$ cat config.mk
export PLATFORM = sky130hd
export DESIGN_NAME = fifo_rd_ctrl
export DESIGN_NICKNAME = d
export VERILOG_FILES = /design/src/rtl/fifo_rd_ctrl.sv
export SDC_FILE = /design/constraint.sdc
export NUM_CORES = 1
export LEC_CHECK = 0
export CAP_MARGIN = 5
export CORE_MARGIN = 5
export CORE_UTILIZATION = 35
export CTS_BUF_LIST = sky130_fd_sc_hd__clkbuf_8
export CTS_CLUSTER_DIAMETER = 120
export DETAILED_ROUTE_END_ITERATION = 6
export SETUP_SLACK_MARGIN = 0.5
export SYNTH_ARGS = -nofsm -noshare
export SYNTH_HDL_FRONTEND = slang
export SYNTH_SLANG_ARGS = --single-unit
$ cat constraint.sdc
create_clock -name clk -period 1.8 [get_ports clk]
set_clock_uncertainty 0.2 [all_clocks]
set_input_delay 0.27 -clock clk [delete_from_list [all_inputs] [get_ports clk]]
set_output_delay 0.27 -clock clk [all_outputs]
set_load 0.01 [all_outputs]
$ cat src/rtl/fifo_rd_ctrl.sv
// fifo_rd_ctrl: read-side controller for the synchronous fifo block.
// Issues read_en toward the FIFO and captures data_out one cycle later.
// Words go into a 2-entry ordered skid buffer and are presented downstream
// on an out_valid/out_ready stream.
// With a non-stalling consumer the stream runs at one word per cycle. While
// the consumer stalls, no more than two words are ever outstanding (held
// plus in flight).
// Optional feature: define FIFO_RD_CNT_EN to add the rd_count output. It
// counts delivered words and wraps.
// read_en depends combinationally on out_ready and empty. This allows a read
// in the same cycle as a dequeue, which keeps the stream free of bubbles.

module fifo_rd_ctrl #(
    parameter int DATA_WIDTH = 8,
    parameter int CNT_WIDTH  = 16
) (
    input  logic                  clk,
    input  logic                  rst,
    input  logic                  en,
    input  logic                  empty,
    input  logic [DATA_WIDTH-1:0] data_out,
    output logic                  read_en,
    output logic                  out_valid,
    input  logic                  out_ready,
    output logic [DATA_WIDTH-1:0] out_data
`ifdef FIFO_RD_CNT_EN
    ,
    output logic [CNT_WIDTH-1:0]  rd_count
`endif
);

    if (DATA_WIDTH < 1 || CNT_WIDTH < 1) begin : g_bad_param
        $error("fifo_rd_ctrl: DATA_WIDTH and CNT_WIDTH must be at least 1");
    end

    logic [1:0]            occ_q;
    logic [1:0]            occ_d;
    logic                  inflight_q;
    logic [DATA_WIDTH-1:0] head_q;
    logic [DATA_WIDTH-1:0] tail_q;
    logic [DATA_WIDTH-1:0] head_d;
    logic [DATA_WIDTH-1:0] tail_d;
    logic                  deq;
    logic [1:0]            pending;
    logic [1:0]            occ_left;

    // Stream outputs, dequeue strobe and read issue decision.
    always_comb begin
        out_valid = ~rst & (occ_q != 2'd0);
        out_data  = out_valid ? head_q : '0;
        deq       = out_valid & out_ready;
        // Entries the buffer will hold next cycle, counting the capture now in flight.
        pending   = occ_q + {1'b0, inflight_q} - {1'b0, deq};
        occ_left  = occ_q - {1'b0, deq};
        read_en   = en & ~empty & ~rst & (pending < 2'd2);
        occ_d     = pending;
    end

    // Next buffer contents: shift on dequeue, then append the captured word behind what remains.
    always_comb begin
        head_d = head_q;
        tail_d = tail_q;
        if (deq) begin
            head_d = tail_q;
            tail_d = '0;
        end
        if (inflight_q) begin
            if (occ_left == 2'd0) begin
                head_d = data_out;
            end else begin
                tail_d = data_out;
            end
        end
    end

    // State registers; reset discards held and in-flight words.
    always_ff @(posedge clk) begin
        if (rst) begin
            occ_q      <= 2'd0;
            inflight_q <= 1'b0;
            head_q     <= '0;
            tail_q     <= '0;
        end else begin
            occ_q      <= occ_d;
            inflight_q <= read_en;
            head_q     <= head_d;
            tail_q     <= tail_d;
        end
    end

`ifdef FIFO_RD_CNT_EN
    // Delivered-word counter, wraps naturally at its width.
    always_ff @(posedge clk) begin
        if (rst) begin
            rd_count <= '0;
        end else if (deq) begin
            rd_count <= rd_count + 1'b1;
        end
    end
`endif

endmodule
==> results of run 1 <==
kinds of logic (layout without fill, tap and decap cells):
logic type                 after synthesis  in the layout
muxes                                    1              1
adders and majority gates                1              1
AOI/OAI and AO/OA                       19             20
buffers and inverters                    6             47
xor gates and xnor gates                 2              2
and+or+nand+nor                         45             45
DFF                                     19             19
repair_timing:
action	4_1_cts	5_1_grt
buffers inserted	3	3
pin swaps	11	5
resized for setup	63	29
gates cloned	1	1
endpoints found under the setup margin	29	29
metal layers:
metal  part of all wire (%)  routed length [um]  vias up
li1                       -                   -      414
met1                     47                1192      398
met2                     47                1191       18
met3                    4.7                 120        2
met4                    1.1                  27        0
met5                      0                   0        -
worst min-delay path, cell delays in order:
cell and delay [ns]:
clkdlybuf4s15_2 0.21, buf_4 0.17, nor2b_4 0.04
final timing paths:
path                  start    endpoint  slack [ns]  depth (start not counted)
setup reg to reg   occ_q[1]  inflight_q        0.05                          8
hold reg to reg   tail_q[3]   tail_q[3]        0.28                          1
setup / recovery   occ_q[1]     read_en       -0.32                          7
hold / removal          rst    occ_q[0]        0.27                          3
synth_stat cells:
cell type / n
nor2_1: 11
dfxtp_1: 19
nand2b_4: 1
xnor2_1: 2
inv_1: 2
a311oi_2: 8
buf_6: 2
nor3_1: 1
nor2_2: 1
and2_1: 8
or2_2: 1
nand2_1: 16
ha_1: 1
nor4b_1: 2
mux2i_1: 1
a21oi_1: 2
a22o_1: 8
nor3b_1: 1
nor2b_1: 3
a211o_4: 1
buf_2: 2
per-stage QoR:
stage	instance area, sq um	setup TNS (ns)	utilization (%)	power (W)	setup slack [ns]
after floorplan	935.9	-0.08775	-	0.0005579	-0.08775
after global placement	1244	-11.23	50.20	0.0006423	-0.9040
after detailed placement	1244	-12.04	50.20	0.0006453	-0.9918
after CTS	1443	-1.283	58.23	0.0009763	-0.3247
after global routing	1504	-2.185	60.71	0.001072	-0.4162
final	1504	-1.403	60.71	0.001010	-0.3164
power by group through the flow:
stage          Sequential, W  Clock [W]  Combinational, W
2_1_floorplan       0.000460          0         0.0000984
3_3_place_gp        0.000460          0          0.000183
3_5_place_dp        0.000460          0          0.000185
4_1_cts             0.000453   0.000299          0.000224
5_1_grt             0.000458   0.000329          0.000285
6_report            0.000455   0.000288          0.000267
state kept, by name (all words and copies together), names as in the netlist:
register and flops:
head_q 8, tail_q 8, occ_q 2, inflight_q 1
cell type report:
type,count,area [sq um]
well taps,30,37.54
clock buffers,3,41.29
flip-flops and latches,19,386.6
clock inverters,1,3.754
fillers,210,973.4
multi-input cells,69,680.7
inverters,2,7.507
repair buffers,41,346.6
==> results.yml, run 1 <==
yosys:
  ys_seq_elements: 19
  synth_xor_area_share_pct: 1.936
  synth_nets: 107
  synth-simple-area-share_pct: 25.03
  synth_top_area_share_pct: 42.05
  synthMuxAreaShare_pct: 1.107
  yosysWarnings: 0
  netlist_area_sq_um: 904.6
  netlist_instances: 93
  yosys.area_share.adder_pct: 1.383
  synth_cell_type_count: 21
  synth_compound_area_share_pct: 24.07
  synth_top_cell_by_area: "dfxtp_1"
  ys_seq_area_share_pct: 42.05
  avgSynthCellArea_sq_um: 9.727
  synth_area_leaders: "dfxtp_1 42%, a311oi_2 13%, a22o_1 7.7%, nand2_1 6.6%, and2_1 5.5%"
  synth_top_family_by_area: "simple AND/OR/NAND/NOR gates"
timing:
  setup_viol: 10
  max_freq_mhz: 472.5
  tightest_slew_ns: 0.2353
  rsz0062_at_grt: "yes"
  slew_violations: 0
  holdWs_ns: 0.2712
  period_needed_ns: 2.116
  hold_viol: 0
  setup_ws_ns: -0.3164
  finalCritPeriodShare_pct: 117.6
  slew_headroom_pct: 83.87
grt:
  grt_max_degree: 13
  grt_use_total_pct: 15.59
  use_met2_pct: 22.60
  grt_pass1_wl_um: 4188
  grt_pass1_vias: 817
  top_usage_layer: "met1"
  grtUsageMet3_pct: 1.915
  overflow: 0
  antenna_found_initial: 0
  use_met1_pct: 22.72
clock_network:
  clock_sinks: 19
  cts_buffers: 3
  cts.clk_slew.worst_paths_ns: 0.07
  hold_buffers: 0
  cts_tree: "done"
  clock_latency_ns: 0.25
  cts-root-buf: "clkbuf_8"
  h-tree-depth: 1
  cts_buffer_depth: 2
outcome:
  violations: "negative setup slack"
  status: "finished with violations"
final_layout:
  instances_no_fill: 165
  drive_gt1_share_pct: 58.52
  layout_commonest_cell: "dfxtp_1"
  syn2layout_area_growth_pct: 66.25
  final_nets: 150
  antenna_cells: 0
  layout_common_cells: "16 x dfxtp_1, 12 x buf_4, 10 x nor2_4, 10 x clkdlybuf4s50_1"
power:
  p_leak_nw: 0.5809
  powerDensity_nw_per_um2: 671.8
  switching_share_pct: 27.50
  p_int_w: 0.0007325
  switchingPower_w: 0.0002779
  ir_drop_uv: 403.2
  sequentialPowerShare_pct: 45.0
  comb_power_share_pct: 26.4
  pwr-share-clk_pct: 28.5
detailed_routing:
  detail-route-antenna-nets: 0
  wl_per_cell_um: 15.35
  drc: 0
  viasPerCell: 5.042
  vias: 832
  firstDrtPassIters: 4
  drt_iter0_drc: 31
  totalWireLength_um: 2533
critical_path:
  max_stage_delay_ns: 0.36
  cp-end-kind: "primary output"
  critical-path-top-delay-family: "simple AND/OR/NAND/NOR gates"
  critPathRequiredTime_ns: 1.33
  cp_num_buf_inv: 1
  path_max_fanout: 2
  crit_chain: "nor2_4, nor2_4, xnor2_2, ha_2, xnor2_2, nor4b_2, buf_2"
  cp_slowest_cell: "dfxtp_4"
  worst_ep_arrival_time_ns: 1.65
  critPathKind: "flip-flop to primary output"
  cp-start-kind: "flip-flop"
place:
  portBuffers: 22
  gp_congestion: 0.7093
  dp_hpwl_um: 1572
  dp_cells: 153
floorplan:
  die_x_um: 60.84
  core_sq_um: 2477
  io_pins: 23
  rows: 18
  dieArea_sq_um: 3702
  die_h_um: 60.84
  initial_core_util_pct: 36.52
min_path:
  hp-class: "input pin to flip-flop"
flow_run:
  max-cap-violations: 0
Power figures use the tool's default switching activity.
==> run 2, diff against run 1 <==
--- a/config.mk
+++ b/config.mk
@@ -8,9 +8,9 @@
 export CAP_MARGIN = 5
 export CORE_MARGIN = 5
 export CORE_UTILIZATION = 35
-export CTS_BUF_LIST = sky130_fd_sc_hd__clkbuf_8
 export CTS_CLUSTER_DIAMETER = 120
 export DETAILED_ROUTE_END_ITERATION = 6
+export GPL_TIMING_DRIVEN = 0
 export SETUP_SLACK_MARGIN = 0.5
 export SYNTH_ARGS = -nofsm -noshare
 export SYNTH_HDL_FRONTEND = slang
==> run 2 against run 1 <==
The run still ends with negative setup slack left. First-iteration DRC count is 29% lower. Maximum frequency is 2.8% lower. Setup slack worse by 0.060 ns. Sequential share of layout area is 1.7 points higher. Combinational power is 5% lower. Flip-flop and latch count stayed put. Critical path depth stayed put. Hold slack worse by 0.032 ns. Final cell count is 3.0% lower. Critical path type unchanged. Critical endpoint unchanged. Largest cell class unchanged.
==> results.yml, run 2 (synthesized netlist as in run 1, its figures left out) <==
outcome:
  status: "finished with violations"
  violations: "negative setup slack"
timing:
  tns_ns: -0.6267
  hold_viol: 0
  finalCritPeriodShare_pct: 120.9
  setup_viol: 9
  slew_violations: 0
  slew_headroom_pct: 76.99
  period_needed_ns: 2.176
  rsz0062_at_grt: "yes"
  max_freq_mhz: 459.5
  tightest_slew_ns: 0.3440
  setup_ws_ns: -0.3764
grt:
  grt_use_total_pct: 13.41
  grt_max_degree: 12
  grt_pass1_vias: 797
  overflow: 0
  antenna_found_initial: 0
  grt_pass1_wl_um: 3622
final_layout:
  final_nets: 145
  syn2layout_area_growth_pct: 56.85
  largest_registers: "head_q x8, tail_q x8, occ_q x2"
  antenna_cells: 0
  layout_commonest_cell: "dfxtp_1"
  fin_util_pct: 57.27
  drive_gt1_share_pct: 53.08
  layout_common_cells: "16 x dfxtp_1, 10 x clkdlybuf4s50_1, 9 x buf_2"
flow_run:
  max-cap-violations: 0
detailed_routing:
  drt_iter0_drc: 22
  vias: 806
  detail-route-antenna-nets: 0
  viasPerCell: 5.038
  drc: 0
  firstDrtPassIters: 4
  wl_per_cell_um: 13.96
  totalWireLength_um: 2234
floorplan:
  die_x_um: 60.84
  io_pins: 23
  core_sq_um: 2477
  die_h_um: 60.84
  initial_core_util_pct: 36.52
  dieArea_sq_um: 3702
  rows: 18
clock_network:
  cts_buffer_depth: 2
  h-tree-depth: 1
  cts-root-buf: "clkbuf_4"
  cts_tree: "done"
  cts_buffers: 3
  cts.clk_slew.worst_paths_ns: 0.11
  clock_latency_ns: 0.30
  clock_sinks: 19
critical_path:
  critical-path-top-delay-family: "simple AND/OR/NAND/NOR gates"
  cp-start-kind: "flip-flop"
  worst_ep_arrival_time_ns: 1.71
  critPathKind: "flip-flop to primary output"
  crit_chain: "nor2_4, nor2_4, xnor2_2, ha_2, xnor2_2, nor4b_2, buf_2"
  max_stage_delay_ns: 0.37
  cp_slowest_cell: "dfxtp_4"
  cp_num_buf_inv: 1
  cp-end-kind: "primary output"
  critPathRequiredTime_ns: 1.33
  path_max_fanout: 2
power:
  powerDensity_nw_per_um2: 651.5
  p_leak_nw: 0.5554
  ir_drop_uv: 504.7
place:
  dp_hpwl_um: 1467
  portBuffers: 21
  gp_congestion: 0.7151
min_path:
  hp-class: "input pin to flip-flop"
[run 2: cell count changes in the layout (fill, tap and decap cells not counted), moves of 3 or more]
| cell | previous run | this run |
|---|---|---|
| buf_4 | 12 | 5 |
| buf_8 | 0 | 3 |
| clkbuf_4 | 0 | 3 |
| clkbuf_8 | 3 | 0 |
| clkdlybuf4s15_2 | 3 | 0 |
| nor2_1 | 0 | 6 |
| nor2_4 | 10 | 6 |
[run 2: power by group]
part / total, W / switching [W] / internal, W
registers: 0.000454 / 0.0000140 / 0.000440
clock network: 0.000217 / 0.000135 / 0.0000829
logic: 0.000253 / 0.000116 / 0.000136
[run 2: cell type report]
cell class / count / area (sq um)
flip-flops and latches: 19 / 389.1
repair buffers: 32 / 275.3
clock buffers: 3 / 22.52
clock inverters: 1 / 5.005
well taps: 30 / 37.54
multi-input cells: 69 / 631.9
inverters: 2 / 7.507
plain buffers: 4 / 50.05
fillers: 219 / 1059
[run 2: metal layers]
layer | wire length, um | global-route usage (%)
met5 | 0 | 0
met1 | 986 | 16.32
met2 | 1067 | 21.98
met4 | 61 | 8.359
met3 | 119 | 2.128
[run 2: path summary, 6_finish.rpt]
check	from	endpoint	slack, ns	depth (start not counted)
worst max-delay path	occ_q[0]	read_en	-0.38	7
worst min-delay path	rst	tail_q[2]	0.24	3
worst max register to register	occ_q[0]	inflight_q	0.03	8
worst min register to register	tail_q[2]	tail_q[2]	0.29	1
[run 2: metrics by stage]
stage	total power, W	area [sq um]	hold slack (ns)	worst slack [ns]	instances
after floorplan	0.0005579	935.9	0.1493	-0.08775	93
after global placement	0.0006145	1184	0.2551	-1.054	144
after detailed placement	0.0006160	1184	0.2586	-1.064	144
after CTS	0.0009140	1358	0.2173	-0.3680	159
after global routing	0.0009635	1419	0.2432	-0.4609	160
final	0.0009244	1419	0.2387	-0.3764	160
[run 2: worst register-to-register path, cell delays in order (launching register included)]
cell     delay, ns
dfxtp_4       0.37
nor2_4        0.14
nor2_4        0.06
xnor2_2       0.12
ha_2          0.20
xnor2_2       0.15
buf_4         0.15
buf_6         0.12
nor4b_2       0.19
[run 2: what timing repair did]
item	4_1_cts	5_1_grt
endpoints found under the setup margin	29	29
hold endpoints to repair	2	0
pin swaps	7	4
cloned	1	0
buffers inserted	9	1
gates resized for setup	74	11
hold buffers	1	0
==> run 3, diff against run 2 <==
--- a/config.mk
+++ b/config.mk
@@ -6,6 +6,7 @@
 export NUM_CORES = 1
 export LEC_CHECK = 0
 export CAP_MARGIN = 5
+export CORE_ASPECT_RATIO = 0.8
 export CORE_MARGIN = 5
 export CORE_UTILIZATION = 35
 export CTS_CLUSTER_DIAMETER = 120
==> run 3 against run 2 <==
The flow still finishes with violations (negative setup slack). Sequential share of layout area down 0.91 points. Register-to-register slack worse by 0.17 ns. Final area up 3.1%. Highest routed layer unchanged. Hold slack worse by 0.031 ns.
==> results.yml, run 3 (synthesized netlist as in run 1, its figures left out) <==
final_layout:
  largest_registers: "head_q x8, tail_q x8, occ_q x2"
  antenna_cells: 0
  syn2layout_area_growth_pct: 61.69
  layout_commonest_cell: "dfxtp_1"
  fill_cells: 207
  instances_no_fill: 169
  final_nets: 148
  drive_gt1_share_pct: 48.87
  layout_common_cells: "17 x dfxtp_1, 12 x buf_6, 10 x clkdlybuf4s50_1"
timing:
  rsz0062_at_grt: "yes"
  setup_ws_ns: -0.3292
  slew_violations: 0
  period_needed_ns: 2.129
  slew_headroom_pct: 42.89
  hold_viol: 0
  setup_viol: 26
  tns_ns: -3.699
  tightest_slew_ns: 0.8501
  finalCritPeriodShare_pct: 118.3
  max_freq_mhz: 469.7
power:
  switchingPower_w: 0.0002536
  p_int_w: 0.0006841
  powerDensity_nw_per_um2: 641.1
  comb_power_share_pct: 28.9
  sequentialPowerShare_pct: 48.9
  ir_drop_uv: 439.7
  switching_share_pct: 27.04
  pwr-share-clk_pct: 22.2
  p_leak_nw: 0.5651
min_path:
  hold-path-cell-count: 3
  hp-class: "input pin to flip-flop"
grt:
  grt_pass1_wl_um: 3781
  grt_use_total_pct: 13.18
  antenna_found_initial: 0
  grt_pass1_vias: 807
  overflow: 0
  grt_max_degree: 11
critical_path:
  r2r_slack_ns: -0.14
  cp-end-kind: "primary output"
  crit_chain: "nor2_4, nor2_4, xnor2_1, ha_2, xnor2_2, nor4b_2, buf_2"
  crit_start: "occ_q[1]"
  rr_endpoint: "head_q[7]"
  critPathCapture: "read_en"
  cp-start-kind: "flip-flop"
  max_stage_delay_ns: 0.36
  cp_common_cell: "nor2_4"
  path_max_fanout: 2
  r2r_cells: 11
  worst-path-stages: 7
  critPathKind: "flip-flop to primary output"
  critPathRequiredTime_ns: 1.33
  cp_num_buf_inv: 1
  cp_slowest_cell: "dfxtp_4"
  worst_ep_arrival_time_ns: 1.66
  critical-path-top-delay-family: "simple AND/OR/NAND/NOR gates"
  reg2reg_from: "occ_q[0]"
clock_network:
  clock_latency_ns: 0.29
  cts_buffer_depth: 2
  cts_tree: "done"
  cts-root-buf: "clkbuf_4"
  h-tree-depth: 1
  cts.clk_slew.worst_paths_ns: 0.10
  clock_sinks: 19
  cts_buffers: 3
floorplan:
  dieArea_sq_um: 3708
  die_x_um: 66.84
  initial_core_util_pct: 36.74
  die_h_um: 55.47
  rows: 16
  io_pins: 23
  core_sq_um: 2462
place:
  gp_congestion: 0.7507
  dp_cells: 150
  dp_hpwl_um: 1437
  portBuffers: 21
detailed_routing:
  drc: 0
  totalWireLength_um: 2199
  wl_per_cell_um: 13.01
  viasPerCell: 4.657
  vias: 787
  drt_iter0_drc: 35
  firstDrtPassIters: 4
  detail-route-antenna-nets: 0
outcome:
  violations: "negative setup slack"
  status: "finished with violations"
flow_run:
  max-cap-violations: 0
run 3: worst min path at each step:
stage / from / to / slack [ns]
2_1_floorplan: empty / inflight_q / 0.15
3_3_place_gp: tail_q[6] / tail_q[6] / 0.26
3_5_place_dp: tail_q[2] / tail_q[2] / 0.26
4_1_cts: rst / tail_q[1] / 0.20
6_report: rst / tail_q[1] / 0.21
5_1_grt: rst / tail_q[2] / 0.22
run 3: metrics by stage:
step / utilization (%) / power (W) / area [sq um] / hold slack, ns / setup WS, ns
final: 59.40 / 0.0009377 / 1463 / 0.2076 / -0.3292
after global placement: 48.37 / 0.0006151 / 1191 / 0.2563 / -1.039
after global routing: 59.40 / 0.0009863 / 1463 / 0.2183 / -0.4445
after floorplan: - / 0.0005579 / 935.9 / 0.1493 / -0.08775
after CTS: 56.35 / 0.0009141 / 1388 / 0.1970 / -0.3359
after detailed placement: 48.37 / 0.0006160 / 1191 / 0.2599 / -1.032
run 3: final cells by class:
type | count | area (sq um) | area share (%)
Sequential cell | 19 | 387.9 | 26.52
Multi-Input combinational cell | 69 | 619.3 | 42.34
Tap cell | 36 | 45.04 | 3.080
Inverter | 2 | 7.507 | 0.5133
Clock buffer | 4 | 26.28 | 1.796
Buffer | 4 | 55.05 | 3.764
Timing Repair Buffer | 35 | 321.6 | 21.98
run 3: worst min-delay path: cells and delay by family:
family                 cells  cell delay [ns]
AO/OA/AOI/OAI              1             0.18
buffers and inverters      1             0.11
AND/OR/NAND/NOR            1             0.09
run 3: power groups by stage:
stage               registers, W  clock network [W]  logic (W)
floorplan               0.000460                  0  0.0000984
global placement        0.000462                  0   0.000153
global route            0.000462           0.000235   0.000290
CTS                     0.000457           0.000214   0.000243
detailed placement      0.000463                  0   0.000153
finish                  0.000459           0.000208   0.000271
run 3: what timing repair did:
item,in CTS,in global routing
gates resized for setup,77,12
hold buffers,1,0
pin swaps,19,11
setup endpoints to repair,29,29
cloned,1,0
setup buffers,10,3
hold endpoints to repair,2,0
run 3: routing by layer:
metal	up-vias	share of wire (%)	global-route usage, %
met5	-	0	0
met4	0	1.3	4.348
met3	2	5.4	3.245
met2	23	42	18.93
met1	353	51	18.99
li1	409	-	-
